--- src/rtl/uart_pkg.sv ---
// Shared UART types: parity selection and receiver state encoding.
package uart_pkg;

    typedef enum logic [1:0] {
        PARITY_NONE = 2'd0,
        PARITY_EVEN = 2'd1,
        PARITY_ODD  = 2'd2
    } parity_t;

    typedef enum logic [2:0] {
        ST_IDLE   = 3'd0,
        ST_START  = 3'd1,
        ST_DATA   = 3'd2,
        ST_PARITY = 3'd3,
        ST_STOP   = 3'd4
    } rx_state_t;

endpackage

--- src/rtl/uart_rx_cfg_sync.sv ---
// Two-flop synchroniser for the asynchronous serial line; resets to idle-high.
module uart_sync (
    input  logic clk_in,
    input  logic rst_in,
    input  logic d_in,
    output logic q_out
);

    logic r_meta;
    logic r_sync;

    // Double-register the line; reset to 1 so a reset never looks like a start bit.
    always_ff @(posedge clk_in) begin
        if (!rst_in) begin
            r_meta <= 1'b1;
            r_sync <= 1'b1;
        end else begin
            r_meta <= d_in;
            r_sync <= r_meta;
        end
    end

    assign q_out = r_sync;

endmodule

--- src/rtl/uart_rx_cfg.sv ---
// Configurable UART receiver: mid-bit sampling, optional parity, 1/2 stop bits,
// held output word with parity/frame/overrun flags and break handling.
module uart_rx_cfg
    import uart_pkg::*;
#(
    parameter int      CLOCKS_PER_BAUD = 33,
    parameter int      DATA_BITS       = 8,
    parameter parity_t PARITY          = PARITY_NONE,
    parameter int      STOP_BITS       = 1
) (
    input  logic                 clk_in,
    input  logic                 rst_in,
    input  logic                 uart_rxd_in,
    output logic [DATA_BITS-1:0] data_out,
    output logic                 valid_out,
    input  logic                 ready_in,
    output logic                 parity_err_out,
    output logic                 frame_err_out,
    output logic                 overrun_out,
    output logic                 busy_out
);

    localparam int            CW        = $clog2(CLOCKS_PER_BAUD);
    localparam logic [CW-1:0] CNT_FULL  = CW'(CLOCKS_PER_BAUD - 1);
    localparam logic [CW-1:0] CNT_HALF  = CW'(CLOCKS_PER_BAUD / 2 - 1);
    localparam logic [2:0]    BIT_LAST  = 3'(DATA_BITS - 1);
    localparam logic          STOP_LAST = 1'(STOP_BITS - 1);

    logic                 w_rxd_s;
    logic                 w_cnt_zero;
    logic                 w_par_calc;
    logic                 w_par_exp;
    logic                 w_ferr_now;

    rx_state_t            r_state;
    logic [CW-1:0]        r_cnt;
    logic [2:0]           r_bit_idx;
    logic                 r_stop_idx;
    logic [DATA_BITS-1:0] r_shift;
    logic                 r_par_err;
    logic                 r_frm_err;
    logic                 r_armed;
    logic [DATA_BITS-1:0] r_data;
    logic                 r_valid;
    logic                 r_perr;
    logic                 r_ferr;
    logic                 r_ovr;

    uart_sync u_sync (
        .clk_in (clk_in),
        .rst_in (rst_in),
        .d_in   (uart_rxd_in),
        .q_out  (w_rxd_s)
    );

    assign w_cnt_zero = (r_cnt == '0);
    assign w_par_calc = ^r_shift;
    assign w_par_exp  = (PARITY == PARITY_ODD) ? ~w_par_calc : w_par_calc;
    // Frame error accumulates across stop bits including the current sample.
    assign w_ferr_now = r_frm_err | ~w_rxd_s;

    // Receive FSM, baud counter, shifter and held output word.
    always_ff @(posedge clk_in) begin
        if (!rst_in) begin
            r_state    <= ST_IDLE;
            r_cnt      <= '0;
            r_bit_idx  <= '0;
            r_stop_idx <= 1'b0;
            r_shift    <= '0;
            r_par_err  <= 1'b0;
            r_frm_err  <= 1'b0;
            r_armed    <= 1'b1;
            r_data     <= '0;
            r_valid    <= 1'b0;
            r_perr     <= 1'b0;
            r_ferr     <= 1'b0;
            r_ovr      <= 1'b0;
        end else begin
            // Consumer handshake; a word loading this cycle overrides below.
            if (r_valid && ready_in)
                r_valid <= 1'b0;

            if (r_state != ST_IDLE && !w_cnt_zero)
                r_cnt <= r_cnt - 1'b1;

            case (r_state)
                ST_IDLE: begin
                    if (!r_armed) begin
                        // Stay deaf after a break until the line goes idle again.
                        if (w_rxd_s)
                            r_armed <= 1'b1;
                    end else if (!w_rxd_s) begin
                        r_state <= ST_START;
                        r_cnt   <= CNT_HALF;
                    end
                end

                ST_START: begin
                    if (w_cnt_zero) begin
                        if (w_rxd_s) begin
                            r_state <= ST_IDLE;
                        end else begin
                            r_state   <= ST_DATA;
                            r_cnt     <= CNT_FULL;
                            r_bit_idx <= '0;
                            r_par_err <= 1'b0;
                            r_frm_err <= 1'b0;
                        end
                    end
                end

                ST_DATA: begin
                    if (w_cnt_zero) begin
                        r_shift <= {w_rxd_s, r_shift[DATA_BITS-1:1]};
                        r_cnt   <= CNT_FULL;
                        if (r_bit_idx == BIT_LAST) begin
                            r_state    <= (PARITY != PARITY_NONE) ? ST_PARITY : ST_STOP;
                            r_stop_idx <= 1'b0;
                        end else begin
                            r_bit_idx <= r_bit_idx + 1'b1;
                        end
                    end
                end

                ST_PARITY: begin
                    if (w_cnt_zero) begin
                        r_par_err <= (w_rxd_s != w_par_exp);
                        r_cnt     <= CNT_FULL;
                        r_state   <= ST_STOP;
                    end
                end

                ST_STOP: begin
                    if (w_cnt_zero) begin
                        if (r_stop_idx == STOP_LAST) begin
                            r_state <= ST_IDLE;
                            r_data  <= r_shift;
                            r_perr  <= r_par_err;
                            r_ferr  <= w_ferr_now;
                            r_ovr   <= r_valid & ~ready_in;
                            r_valid <= 1'b1;
                            r_armed <= ~w_ferr_now;
                        end else begin
                            r_frm_err  <= w_ferr_now;
                            r_stop_idx <= 1'b1;
                            r_cnt      <= CNT_FULL;
                        end
                    end
                end

                default: r_state <= ST_IDLE;
            endcase
        end
    end

    assign data_out       = r_data;
    assign valid_out      = r_valid;
    assign parity_err_out = r_perr;
    assign frame_err_out  = r_ferr;
    assign overrun_out    = r_ovr;
    assign busy_out       = (r_state != ST_IDLE);

endmodule
--- config.mk ---
export PLATFORM = sky130hd
export DESIGN_NAME = uart_rx_cfg
export DESIGN_NICKNAME = d
export VERILOG_FILES = /design/src/rtl/uart_pkg.sv /design/src/rtl/uart_rx_cfg_sync.sv /design/src/rtl/uart_rx_cfg.sv
export SDC_FILE = /design/constraint.sdc
export NUM_CORES = 1
export LEC_CHECK = 0
export BUFFER_PORTS_ARGS = -buffer_cell sky130_fd_sc_hd__buf_2
export CAP_MARGIN = 20
export CORE_ASPECT_RATIO = 0.8
export CORE_MARGIN = 10
export CORE_UTILIZATION = 45
export CTS_CLUSTER_DIAMETER = 60
export DETAILED_ROUTE_END_ITERATION = 10
export PLACE_DENSITY = 0.69
export SLEW_MARGIN = 10
export SYNTH_ARGS = -nofsm -noshare
export SYNTH_HDL_FRONTEND = slang
export SYNTH_SLANG_ARGS = --single-unit
--- constraint.sdc ---
create_clock -name clk_in -period 2.8 [get_ports clk_in]
set_input_delay 0 -clock clk_in [delete_from_list [all_inputs] [get_ports clk_in]]
set_output_delay 0 -clock clk_in [all_outputs]
set_load 0.01 [all_outputs]
==> implementation parameters <==
Parameter                              Value

Outcome
  Run status ... complete, no violations

Clock network
  Root buffer selected by CTS ... clkbuf_8
  H-tree levels ... 2
  Setup Buffers After CTS ... 0
  Insertion delay to the later sink of the worst-skew pair ... 280 ps
  TritonCTS clock tree ... built
  TritonCTS sink count ... 37
  Clock transition time at the flip-flop clock pins of the worst setup and hold paths ... 70 ps
  Total CTS buffers ... 5
  Deepest clock path buffer count ... 2

Critical path
  Sort of element at the end of the critical path ... flip-flop
  CP arrival ... 2390 ps
  Top fanout value on the critical path ... 10
  Data required time at the worst endpoint ... 2950 ps
  Nature of the critical path startpoint ... flip-flop
  Category of the most critical setup path ... flip-flop to flip-flop
  Launching instance or port of the critical path ... r_cnt[0]
  Start of the worst register-to-register path ... r_cnt[0]

STA
  Setup TNS ... 0 ps
  Portion of the clock cycle consumed by the worst path in the final layout ... 80.2%
  Highest attainable clock frequency ... 0.445 GHz
  Least-Margin Pin Slew ... 726 ps
  Number of failing setup endpoints in the final timing report ... 0
  Worst-case headroom to the max-slew limit ... 51.6%
  Worst Skew ... 3.95 ps
  Min cycle time layout ... 2250 ps
  Hold violation count in the final report ... 0
  RSZ-0062 raised after global routing ... false
  Max-slew violation count ... 0
  Final hold slack ... 7.88 ps

Detailed routing
  Avg Vias per Cell ... 5.53
  First-iteration detailed-routing DRC count ... 136
  Antenna viol nets, final ... 0
  Average routed wire per standard cell ... 14.0 microns
  Overall routed net length ... 3.41 mm
  Length of routed met2 wiring ... 1.48 mm
  Detailed-routing iteration count for the pre-antenna-repair pass ... 4
  Post-route DRC ... 0
  Highest metal used ... met4
  Total number of vias ... 1,349
  Detailed-routing wirelength on met1 ... 1.66 mm
  Wire length on met3 ... 226 microns

Worst hold path
  Class of the most critical hold timing path ... input pin to flip-flop
  Launch point of the worst hold path ... ready_in

Final layout
  Most frequent standard cell in the layout excluding fill and tap cells ... dfxtp_1
  Post-route cell area ... 0.00195 sq mm
  Net total in the final layout ... 207
  Most used cells in the layout excluding fill and tap cells ... dfxtp_1 (37), nor2_1 (23), mux2i_1 (17)
  Layout filler cell count ... 363
  Non-filler instance count after layout ... 244
  Fraction of final layout cells sized beyond drive strength 1 ... 17.0%
  Syn-to-layout area delta ... 12.9%
  Inserted Diodes ... 0
  Register area ... 741 sq um
  Combined area of the multi-input logic cells ... 906 sq um

GRT
  Number of global-route vias before repair ... 1,207
  Pin count of the biggest net entering global routing ... 26
  First-pass GRT wire length ... 5.69 mm
  Antenna violations before repair ... 0
  Total global-route track usage ... 10.7%
  GRT Residual Overflow ... 0

Synthesis
  Top cells by area in the synthesized netlist ... dfxtp_1 (43%), mux2i_1 (9.9%), nor2_1 (5.0%)
  Number of nets produced by synthesis ... 191
  Fraction of synthesized cell area taken by the top area cell type ... 43.0%
  Syn_area_per_cell ... 9.41 sq um
  Number of synthesized flops with an enable pin ... 0
  Cell variety after synth ... 51
  Prevailing post-synth register cell ... dfxtp_1
  Number of warnings issued by yosys ... 0
  Syn Inst Count ... 183
  Synth async-reset ratio ... 0%
  Flop and latch count out of synthesis ... 37
  Largest area contributor in the netlist ... dfxtp_1
  Syn Std Cell Area ... 0.00172 sq mm
  Sequential fraction of the synthesis area ... 43.0%

Pwr
  Leakage dissipation ... 0.894 nW
  Total design power ... 1.11 mW
  Cell area power density ... 573 mW/mm^2
  Worst vdd rail ir drop ... 0.000294 V

Job
  Number of maximum-capacitance violations ... 0

Place
  Placed wire-length estimate ... 2.43 mm
  Routability congestion estimate from global placement ... 0.806
  Post-detailed-placement cell area ... 0.00182 sq mm
  Cell count after placement ... 235
  Port-buffer cells ... 16

Floorplanning
  Die X ... 89.2 microns
  CORE AREA ... 0.00375 sq mm
  Rows ... 20
  Area of the die ... 0.00672 sq mm
  Starting density of the core ... 45.9%
  Vertical extent of the die ... 75.3 microns
  Ports placed on the boundary ... 17
[cell families after synthesis]
| logic type | count (synthesis) | synth area share (%) |
|---|---|---|
| adder cells (fa/ha/maj) | 4 | 2.90 |
| multiplexers | 17 | 9.88 |
| buffers and inverters | 16 | 4.43 |
| AO/OA/AOI/OAI | 39 | 15.8 |
| AND/OR/NAND/NOR | 63 | 19.6 |
| flip-flops | 37 | 43.0 |
| XOR/XNOR | 7 | 4.36 |
[report_power, final]
group	internal, mW	total, mW	switching (mW)
Sequential	0.534	0.545	0.0109
Combinational	0.0358	0.0971	0.0613
Clock	0.290	0.472	0.182
[layout make-up]
class	count	area share [%]
sequential	37	38.1
tap	44	2.83
clock inverter	1	1.54
clock buffer	7	4.44
multi-input combinational	130	46.6
timing repair buffer	19	5.40
inverter	6	1.16
[cells in the mapped netlist (4+ instances only)]
cell type  instances
nand2b_1           8
nand2_1            6
mux2i_1           17
inv_1              6
ha_1               4
o21ai_0            4
dfxtp_1           37
a21oi_1           12
nor3_1             6
clkbuf_1           4
xnor2_1            4
nor2_1            23
[state kept, by name, indices dropped and copies added (netlist names), 3 cells and up]
register,count
r_shift,8
data_out,8
r_cnt,6
r_bit_idx,3
r_state,3
[through the flow]
stage               setup WS (ps)  utilization (%)
finish                        554             51.8
global route                  375             51.8
CTS                           565             51.8
detailed placement            564             48.5
global placement              644             48.5
floorplan                    1060                -
[layer usage]
layer | up-vias | track usage [%]
met5 | - | 0
met4 | 0 | 4.23
met3 | 5 | 3.53
met2 | 38 | 15.2
met1 | 621 | 14.6
li1 | 685 | -
[worst paths after layout]
check            endpoint  slack (ps)  cells past startpoint
max           data_out[5]         550                      7
min             valid_out           8                      3
max reg2reg   data_out[5]         550                      7
min reg2reg  u_sync.q_out         410                      1
[critical path: stages (launching register included)]
cell and delay [ps]:
dfxtp_1 340, inv_1 90, ha_1 220, nor2b_1 600, nand4_2 360, buf_4 290
mux2i_1 150, nor2_1 50
[timing repair]
action | CTS | global route
endpoints found under the hold margin | 1 | 0
resized for setup | 0 | 0
hold buffers | 1 | 0
No activity file was read; power rests on OpenSTA's default activity.
